`config.mk`:
```
export PLATFORM = sky130hd
export DESIGN_NAME = sw_target_feeder
export DESIGN_NICKNAME = d
export VERILOG_FILES = /design/src/rtl/sw_target_feeder.sv
export SDC_FILE = /design/constraint.sdc
export NUM_CORES = 1
export LEC_CHECK = 0
export CORE_ASPECT_RATIO = 1.25
export CORE_MARGIN = 5
export CORE_UTILIZATION = 43
export DETAILED_ROUTE_END_ITERATION = 16
export HOLD_SLACK_MARGIN = 0.15
export PLACE_DENSITY_LB_ADDON = 0.1
export REMOVE_ABC_BUFFERS = 1
export SYNTH_ARGS = -nofsm -noshare
export SYNTH_HDL_FRONTEND = slang
export SYNTH_SLANG_ARGS = --single-unit
```
`constraint.sdc`:
```
create_clock -name clk -period 6.9 [get_ports clk]
set_input_delay 1.725 -clock clk [delete_from_list [all_inputs] [get_ports clk]]
set_output_delay 1.725 -clock clk [all_outputs]
set_load 0.05 [all_outputs]
```
`src/rtl/sw_target_feeder.sv`:
```
// Target-symbol feeder for the Smith-Waterman T/V/F feedback buffer: loads a 2-bit
// base sequence over a valid/ready port, then sweeps count 1..2*SEQ_LEN downstream.
module sw_target_feeder #(
    parameter int PE_NUM  = 128,
    parameter int SEQ_LEN = 2 * PE_NUM,
    parameter int CNT_W   = 12
) (
    input  logic             clk,
    input  logic             rst_n,
    input  logic             clr,
    input  logic             wr_valid,
    output logic             wr_ready,
    input  logic [1:0]       wr_data,
    input  logic             wr_last,
    input  logic             start,
    output logic             busy,
    output logic             done,
    output logic             valid,
    output logic [CNT_W-1:0] count,
    output logic [1:0]       data_t_o
);

    localparam int ADR_W = $clog2(SEQ_LEN);
    localparam int PTR_W = ADR_W + 1;
    localparam logic [PTR_W-1:0] PTR_FULL = PTR_W'(SEQ_LEN);
    localparam logic [PTR_W-1:0] PTR_LAST = PTR_W'(SEQ_LEN - 1);
    localparam logic [CNT_W-1:0] CNT_MAX  = CNT_W'(2 * SEQ_LEN);

    typedef enum logic [1:0] {
        ST_IDLE   = 2'b00,
        ST_LOAD   = 2'b01,
        ST_LOADED = 2'b10,
        ST_STREAM = 2'b11
    } state_t;

    logic [1:0]       mem_q [SEQ_LEN];
    state_t           state_q, state_d;
    logic [PTR_W-1:0] wr_ptr_q, wr_ptr_d;
    logic [PTR_W-1:0] len_q, len_d;
    logic [CNT_W-1:0] count_q, count_d;
    logic             valid_q, valid_d;
    logic             done_q, done_d;
    logic             busy_q, busy_d;
    logic [1:0]       data_q, data_d;
    logic             wr_en_s;
    logic [ADR_W-1:0] rd_addr_s;

    // Write acceptance is a pure decode so the loader sees backpressure in the same cycle.
    assign wr_ready = ((state_q == ST_IDLE) || (state_q == ST_LOAD)) && (wr_ptr_q < PTR_FULL);

    // Next-state, pointer and registered-output computation.
    always_comb begin
        state_d   = state_q;
        wr_ptr_d  = wr_ptr_q;
        len_d     = len_q;
        count_d   = count_q;
        valid_d   = valid_q;
        done_d    = 1'b0;
        data_d    = data_q;
        wr_en_s   = 1'b0;
        rd_addr_s = count_q[ADR_W-1:0];
        if (clr) begin
            state_d  = ST_IDLE;
            wr_ptr_d = '0;
            len_d    = '0;
            count_d  = '0;
            valid_d  = 1'b0;
            data_d   = 2'b00;
        end else begin
            case (state_q)
                ST_IDLE, ST_LOAD: begin
                    if (wr_valid && wr_ready) begin
                        wr_en_s  = 1'b1;
                        wr_ptr_d = wr_ptr_q + PTR_W'(1);
                        state_d  = ST_LOAD;
                        if (wr_last || (wr_ptr_q == PTR_LAST)) begin
                            len_d   = wr_ptr_q + PTR_W'(1);
                            state_d = ST_LOADED;
                        end else begin
                            len_d = len_q;
                        end
                    end else begin
                        state_d = state_q;
                    end
                end
                ST_LOADED: begin
                    if (start) begin
                        state_d = ST_STREAM;
                        valid_d = 1'b1;
                        count_d = CNT_W'(1);
                        data_d  = mem_q[0];
                    end else begin
                        state_d = ST_LOADED;
                    end
                end
                ST_STREAM: begin
                    if (count_q == CNT_MAX) begin
                        state_d = ST_LOADED;
                        valid_d = 1'b0;
                        count_d = '0;
                        data_d  = 2'b00;
                        done_d  = 1'b1;
                    end else begin
                        count_d = count_q + CNT_W'(1);
                        valid_d = 1'b1;
                        // count_q is the zero-based index of the next symbol; past len it pads with 0.
                        if (count_q < CNT_W'(len_q)) begin
                            data_d = mem_q[rd_addr_s];
                        end else begin
                            data_d = 2'b00;
                        end
                    end
                end
                default: begin
                    state_d  = ST_IDLE;
                    wr_ptr_d = '0;
                    len_d    = '0;
                    count_d  = '0;
                    valid_d  = 1'b0;
                    data_d   = 2'b00;
                end
            endcase
        end
        busy_d = (state_d == ST_STREAM);
    end

    // Control and output registers with asynchronous reset.
    always_ff @(posedge clk or negedge rst_n) begin
        if (!rst_n) begin
            state_q  <= ST_IDLE;
            wr_ptr_q <= '0;
            len_q    <= '0;
            count_q  <= '0;
            valid_q  <= 1'b0;
            done_q   <= 1'b0;
            busy_q   <= 1'b0;
            data_q   <= 2'b00;
        end else begin
            state_q  <= state_d;
            wr_ptr_q <= wr_ptr_d;
            len_q    <= len_d;
            count_q  <= count_d;
            valid_q  <= valid_d;
            done_q   <= done_d;
            busy_q   <= busy_d;
            data_q   <= data_d;
        end
    end

    // Symbol storage; contents survive reset and clear, only the length is dropped.
    always_ff @(posedge clk) begin
        if (wr_en_s) begin
            mem_q[wr_ptr_q[ADR_W-1:0]] <= wr_data;
        end
    end

    assign busy     = busy_q;
    assign done     = done_q;
    assign valid    = valid_q;
    assign count    = count_q;
    assign data_t_o = data_q;

endmodule

```
Word-level counts from Yosys, hierarchy flattened
Memories as Yosys holds them, arrays and structs flattened. Cells that the tools add are included. W data, S select, Z words.

Flip-flop bits (word level): 37. Bits in writable memories: 512. Bits of input ports: 8. Output and inout bits: 18. Word-level logic and storage cells: 67. Memories: 1.

Add/sub/neg operators: 2. $lt $le $gt $ge: 2. Equal/unequal tests: 7. Muxes and demuxes: 34. Reductions and logical operators: 13.

Memory list: mem_q (words 256, width 2, rd ports 2, clocked after Yosys merged registers in 0, wr ports 1, line 36) `logic [1:0] mem_q [SEQ_LEN];`.

Operators by type and width (count): $mux W9 (7); $mux W12 (3); $pmux W12 S2 (1); $mux W2 (8); $add A12 B1 Y12 const B (1); $eq A12 B10 Y1 const B (1); $lt A12 B9 Y1 (1); $mux W1 (12); $add A9 B1 Y9 const B (1); $eq A9 B8 Y1 const B (1); $lt A9 B9 Y1 const B (1); $eq A2 B2 Y1 const B (3); $pmux W2 S3 (1); $reduce_bool A2 Y1 (3); $pmux W2 S2 (1); $reduce_and A2 Y1 (2); $ne A3 B3 Y1 const B (1); $reduce_and A3 Y1 (1); $reduce_bool A3 Y1 (1); $eq A2 B1 Y1 const B (1); $logic_and A1 B1 Y1 (2); $logic_not A2 Y1 (1); $logic_or A1 B1 Y1 (2); $pmux W1 S2 (1); $reduce_or A2 Y1 (1).

Depth between registers and ports, before layout
Gate-level depths: netlist of the first run.

Word-level depth: 9. Gate-level depth with buffers: 15. Gate-level depth less buffers: 10.

Worst setup path after synthesis of the first run
OpenSTA, ideal clock, no wires.

Path kind: input -> register. Start point: in clr. End point: mem mem_q[167][0], enable pin. Library setup time: 0.310 ns. Data arrival time: 2.966 ns. Data required time: 6.590 ns. Setup slack: 3.625 ns. Stages: 5. Buffers on the path: 2. Path through: clkbuf_1 > nor2_1 > clkbuf_1 > nand3_1 > nor2_1.

Longest elaborated chain between the ends: 3.

RTL lines: start: declaration (line 10) `input logic clr,`; $mux W1 (line 62) `if (clr) begin`; $mux W1 (line 152) `if (wr_en_s) begin`; $mux W1 (implied by the code) (line 153) `mem_q[wr_ptr_q[ADR_W-1:0]] <= wr_data;`; end: declaration (line 36).

No other way between the ends.

Worst setup path in the final report of the first run
Start point: in wr_valid. End point: mem mem_q[64][1], enable pin.

Longest elaborated chain between the ends: 6.

RTL lines: start: declaration (line 11) `input logic wr_valid,`; $logic_and A1 B1 Y1 (line 72) `if (wr_valid && wr_ready) begin`; $mux W1 (line 72); $mux W1 (line 70) `case (state_q)`; $mux W1 (line 62); $mux W1 (line 152); $mux W1 (implied by the code) (line 153).

No other way between the ends.

==> results of run 1 <==
final cells by class:
cell class	instances	area share
clock buffer	68	0.0536
clock inverter	28	0.0110
sequential	549	0.633
tap	727	0.0353
timing repair buffer	43	0.0163
inverter	20	0.00291
multi-input combinational	821	0.248
kinds of logic (layout without fill, tap and decap cells):
family	Yosys count	count (layout)	share of synthesized area
AO/OA/AOI/OAI	147	147	0.0419
buffers and inverters	116	159	0.0269
AND/OR/NAND/NOR	485	485	0.0892
flip-flops	549	549	0.699
XOR/XNOR	8	8	0.00300
multiplexers	166	166	0.132
adder cells (fa/ha/maj)	15	15	0.00805
worst reg2reg max path, stage by stage (launching register included):
cell and delay (ns):
dfrtp_1 0.47, nor2_1 0.32, nand2_1 0.10, buf_4 0.23, nor2_1 0.99, nand3_1 0.93, nor2_1 0.44
report_power, final:
group	internal, mW	switching, mW	total (mW)
combinational	0.0866	0.169	0.256
sequential	3.65	0.0143	3.66
clock	1.63	1.22	2.85
total	5.37	1.40	6.77
metrics by stage:
stage / power (mW) / std cells / setup slack (ns) / area (µm²) / hold WS [ns]
4_1_cts: 6.83 / 2256 / 2.34 / 25800 / 0.511
6_report: 6.77 / 2256 / 2.24 / 25800 / 0.501
3_5_place_dp: 3.99 / 2160 / 1.69 / 24100 / 0.497
2_1_floorplan: 3.89 / 1390 / -0.917 / 22800 / 0.481
5_1_grt: 6.98 / 2256 / 2.02 / 25800 / 0.542
3_3_place_gp: 3.99 / 2160 / 1.74 / 24100 / 0.463
how the worst max path moves through the flow:
| stage | slack [ns] | cells past startpoint | start | endpoint |
|---|---|---|---|---|
| after floorplan | -0.92 | 7 | count[0]$_DFFE_PN0P_ | data_t_o[1]$_DFFE_PN0P_ |
| after global placement | 1.74 | 6 | wr_valid | mem_q[197][0]$_DFFE_PP_ |
| after detailed placement | 1.69 | 6 | wr_valid | mem_q[203][0]$_DFFE_PP_ |
| after CTS | 2.34 | 6 | wr_valid | mem_q[203][1]$_DFFE_PP_ |
| after global routing | 2.02 | 6 | wr_valid | mem_q[199][0]$_DFFE_PP_ |
| final | 2.24 | 6 | wr_valid | mem_q[64][1]$_DFFE_PP_ |
sequential cells by signal, summed over array words and instances (netlist names):
register	flops
done	1
wr_ptr_q	9
busy	1
mem_q	512
len_q	9
valid	1
count	12
data_t_o	2
state_q	2
routing by layer:
metal	track usage	vias up	wire length [µm]	part of all wire
met1	0.294	6955	26500	0.41
met5	0	-	0	0
met4	0.0838	0	2620	0.041
li1	-	5746	-	-
met3	0.0397	122	3910	0.060
met2	0.357	468	31600	0.49
layout by cell type (no fill, tap or decap), drive strengths merged, types with 21 or more instances in the layout:
cell type        n
clkinv          22
mux2i           54
o21ai           30
dfrtp           37
nor2           302
a22oi           22
a21oi           31
nand2           60
clkdlybuf4s50   22
nand3           38
clkbuf          68
mux4           107
edfxtp         512
buf             21
==> results.yml, run 1 <==
sta:
  setup_viol_count_final: 0
  worst_pin_slew_ns: 1.30
  slew_viol_final: 0
  fin_worst_skew_ns: 0.0224
  setup_tns_ns: 0
  period_share: 0.675
  fmax_mhz: 215
  hold_violations: 0
  rsz0062_at_grt: "false"
  relSlewSlack: 0.132
  fin_crit_ns: 4.66
floorplanning:
  die_x_um: 218
  start_util: 0.434
  core_mm2: 0.0537
  fp.dieArea_mm2: 0.0590
  dieHeight_um: 270
  rows: 95
  ioPinCount: 26
finish:
  antenna_cells: 0
  multi_input_area_mm2: 0.00639
  drive_above_1_share: 0.125
  ff_latch_area_mm2: 0.0163
  final_nets: 1511
  final_core_util: 0.480
  area_growth_pct: 10.5
  n_fill_cell: 4674
clock_tree:
  htreeDepth: 2
  tritoncts: "built"
  cts.repair.resized: 0
  cts.sinks: 549
  clk_pin_slew_ns: 0.06
  insertion_delay_ns: 0.60
  cts_root_buffer: "clkbuf_16"
  post_cts_buffers: 0
  numCtsBuffers: 53
  clk_path_buf_depth: 3
  postCtsHoldBufs: 0
setup_path:
  cp_top_family: "simple AND/OR/NAND/NOR gates"
  crit_slowest_cell: "nor2_1"
  crit_top_cell: "nor2_1"
  cp.required_ns: 7.16
  cp.arrival_ns: 4.92
  cp_max_fo: 25
  slowest_delay_ns: 0.99
  critical_path_class: "primary input to register"
  r2r_end: "mem_q[64][1]$_DFFE_PP_"
  startpoint_type: "primary input"
  critPathBufInv: 2
  r2r_start: "state_q[1]$_DFF_PN0_"
  worstSetupEndpointType: "register"
  ff2ff_setup_slack_ns: 3.09
  r2r_cells: 6
  crit_chain: "clkdlybuf4s50_1, nand2_1, buf_4, nor2_1, nand3_1, nor2_1"
min_path:
  worst_hold_path_type: "register to register"
  hp-start: "valid$_DFFE_PN0P_"
  min_to: "valid$_DFFE_PN0P_"
  hold_depth: 1
drt:
  routed_wl_mm: 64.7
  dr.pass1.iters: 5
  ant_nets: 0
  drt_iter0_markers: 1287
  vias_per_cell: 5.89
  drc: 0
  vias: 13300
  wl_per_cell_um: 28.7
yosys:
  postSynthCellCount: 1486
  synthTopCellsByArea: "edfxtp_1 (66%), mux4_2 (8.5%), nor2_1 (4.9%)"
  yosys_warnings: 0
  synth.distinct_cells: 59
  synth_edf_count: 512
  synth_area_mm2: 0.0233
  yosys.area.top_type: "edfxtp_1"
  synth_ff_type: "edfxtp_1"
  synth-seq-cells: 549
  synthArstFlopShare: 0.0674
  yosysTopAreaCellShare: 0.659
  synth_commonest_cells: "edfxtp_1 (512), nor2_1 (302), mux4_2 (88)"
  synth_area_per_cell_um2: 15.7
  synth_seq_area_share: 0.699
  synth_most_common_cell: "edfxtp_1"
global_route:
  grt_max_degree: 143
  grt_use_total: 0.219
  antenna_found_initial: 1
  grt_remaining_overflow: 0
  grt_pass1_vias: 13700
  grt_pass1_wl_mm: 94.4
placed_design:
  gp_routability_congestion: 0.877
  dp_hpwl_mm: 40.0
  port_buffers: 25
job:
  max_cap_violations: 0
pwr:
  leakage_nw: 7.77
  peakVddDrop_mv: 0.172
  power.density_mw_per_mm2: 263
outcome:
  status: "completed"
No activity file was read; power rests on OpenSTA's default activity.
==> run 2: changes to the inputs <==
==> constraint.sdc (replaced) <==
create_clock -name clk -period 4.2 [get_ports clk]
set_input_delay 1.05 -clock clk [delete_from_list [all_inputs] [get_ports clk]]
set_output_delay 1.05 -clock clk [all_outputs]
set_load 0.05 [all_outputs]
==> run 2 against run 1 <==
Net effect: non-clock buffer count rose by 36; sequential share of layout area fell by 1.1 points; sequential power rose by 64%; first-iteration DRC count rose by 20%; utilization rose by 0.82 points; critical path depth fell by 4; final area rose by 1.7%; cell count rose by 1.7%; clock skew fell by 0.010 ns; via count rose by 0.82%; clock power rose by 74%; largest power group unchanged; highest routed layer unchanged.
==> results.yml, run 2 (same netlist as run 1, synthesis figures left out) <==
sta:
  period_share: 0.897
  fin_crit_ns: 3.77
  setup_viol_count_final: 0
  worst_pin_slew_ns: 0.957
  fin_worst_skew_ns: 0.0123
  hold_ws_ns: 0.476
  relSlewSlack: 0.360
  fmax_mhz: 265
  hold_violations: 0
  rsz0062_at_grt: "false"
  slew_viol_final: 0
clock_tree:
  cts.repair.resized: 0
  clk_pin_slew_ns: 0.06
  cts_root_buffer: "clkbuf_16"
  postCtsHoldBufs: 0
  tritoncts: "built"
  htreeDepth: 2
  cts.sinks: 549
  numCtsBuffers: 54
  clk_path_buf_depth: 3
  insertion_delay_ns: 0.61
  post_cts_buffers: 0
min_path:
  worst_hold_path_type: "register to register"
  hold_depth: 1
floorplanning:
  dieHeight_um: 270
  start_util: 0.434
  fp.dieArea_mm2: 0.0590
  core_mm2: 0.0537
  ioPinCount: 26
  die_x_um: 218
  rows: 95
setup_path:
  crit_chain: "buf_4, clkdlybuf4s50_1"
  worstSetupEndpointType: "output pin"
  startpoint_type: "register"
  crit_slowest_cell: "dfrtp_4"
  cp.arrival_ns: 2.72
  slowest_delay_ns: 0.86
  cp.required_ns: 3.15
  critical_path_class: "register to output pin"
  cp_max_fo: 28
  critPathBufInv: 2
  cp.depth: 2
  cp_top_family: "buffers and inverters"
  r2r_cells: 8
drt:
  ant_nets: 0
  routed_wl_mm: 64.4
  vias: 13400
  drt_iter0_markers: 1542
  vias_per_cell: 5.84
  drc: 0
  wl_per_cell_um: 28.1
  dr.pass1.iters: 6
global_route:
  antenna_found_initial: 0
  grt_pass1_wl_mm: 94.1
  grt_max_degree: 90
  grt_use_total: 0.218
  grt_pass1_vias: 13700
  grt_remaining_overflow: 0
pwr:
  power.density_mw_per_mm2: 435
  peakVddDrop_mv: 0.284
  leakage_nw: 8.01
  power.total_mw: 11.4
finish:
  final_core_util: 0.488
  final_nets: 1548
  most-common-layout-cells: "edfxtp_1 (512), nor2_1 (302), mux4_2 (88), nand2_1 (60)"
  area_growth_pct: 12.4
  multi_input_area_mm2: 0.00639
  antenna_cells: 0
  drive_above_1_share: 0.150
  layout_commonest_cell: "edfxtp_1"
  largest_reg_flops: 512
  n_fill_cell: 4627
  ff_latch_area_mm2: 0.0163
placed_design:
  dp_hpwl_mm: 42.1
  gp_routability_congestion: 0.864
  port_buffers: 25
outcome:
  status: "completed"
job:
  max_cap_violations: 0
[run 2: cell types whose count changed in the layout (fill, tap and decap cells not counted), moves of 2 or more]
cell	delta
bufinv_16	+2
buf_12	+4
inv_6	+2
buf_4	+32
clkbuf_1	-4
[run 2: final cells by class]
class | count | area share
multi-input cells | 821 | 0.244
clock buffers | 65 | 0.0531
well taps | 727 | 0.0347
inverters | 20 | 0.00286
clock inverters | 34 | 0.0151
flip-flops and latches | 549 | 0.622
repair buffers | 79 | 0.0283
[run 2: layer usage]
| layer | up-vias | routed length [µm] | track usage |
|---|---|---|---|
| met2 | 488 | 32100 | 0.364 |
| met5 | - | 0 | 0 |
| met3 | 85 | 3850 | 0.0339 |
| li1 | 5826 | - | - |
| met1 | 7001 | 26900 | 0.302 |
| met4 | 0 | 1500 | 0.0549 |
[run 2: per-stage QoR]
stage	instance area, µm²	setup slack [ns]	setup TNS, ns	std cells
after floorplan	22800	-3.62	-55.54	1390
after global placement	24400	0.552	0	2196
after detailed placement	24400	0.621	0	2196
after CTS	26200	0.369	0	2295
after global routing	26200	0.323	0	2295
final	26200	0.433	0	2295
[run 2: final timing paths]
| kind | startpoint | end | slack (ns) |
|---|---|---|---|
| min | valid$_DFFE_PN0P_ | valid$_DFFE_PN0P_ | 0.48 |
| max in group asynchronous | rst_n | count[1]$_DFFE_PN0P_ | 3.00 |
| min in group asynchronous | rst_n | len_q[1]$_DFFE_PN0P_ | 0.56 |
| max | count[0]$_DFFE_PN0P_ | count[0] | 0.43 |
| max reg2reg | count[0]$_DFFE_PN0P_ | data_t_o[1]$_DFFE_PN0P_ | 0.86 |
| min reg2reg | valid$_DFFE_PN0P_ | valid$_DFFE_PN0P_ | 0.48 |
[run 2: power by group]
group,total [mW],internal [mW],switching [mW]
Sequential,6.01,5.99,0.0231
Clock,4.95,2.86,2.08
Combinational,0.447,0.159,0.289
Total,11.4,9.01,2.40
==> run 3: changes to the inputs <==
--- a/config.mk
+++ b/config.mk
@@ -8,6 +8,7 @@
 export CORE_ASPECT_RATIO = 1.25
 export CORE_MARGIN = 5
 export CORE_UTILIZATION = 43
+export CTS_CLUSTER_SIZE = 20
 export DETAILED_ROUTE_END_ITERATION = 16
 export HOLD_SLACK_MARGIN = 0.15
 export PLACE_DENSITY_LB_ADDON = 0.1
==> results of run 3 <==
The final DEF is identical to that of run 2; final timing and power are the same.
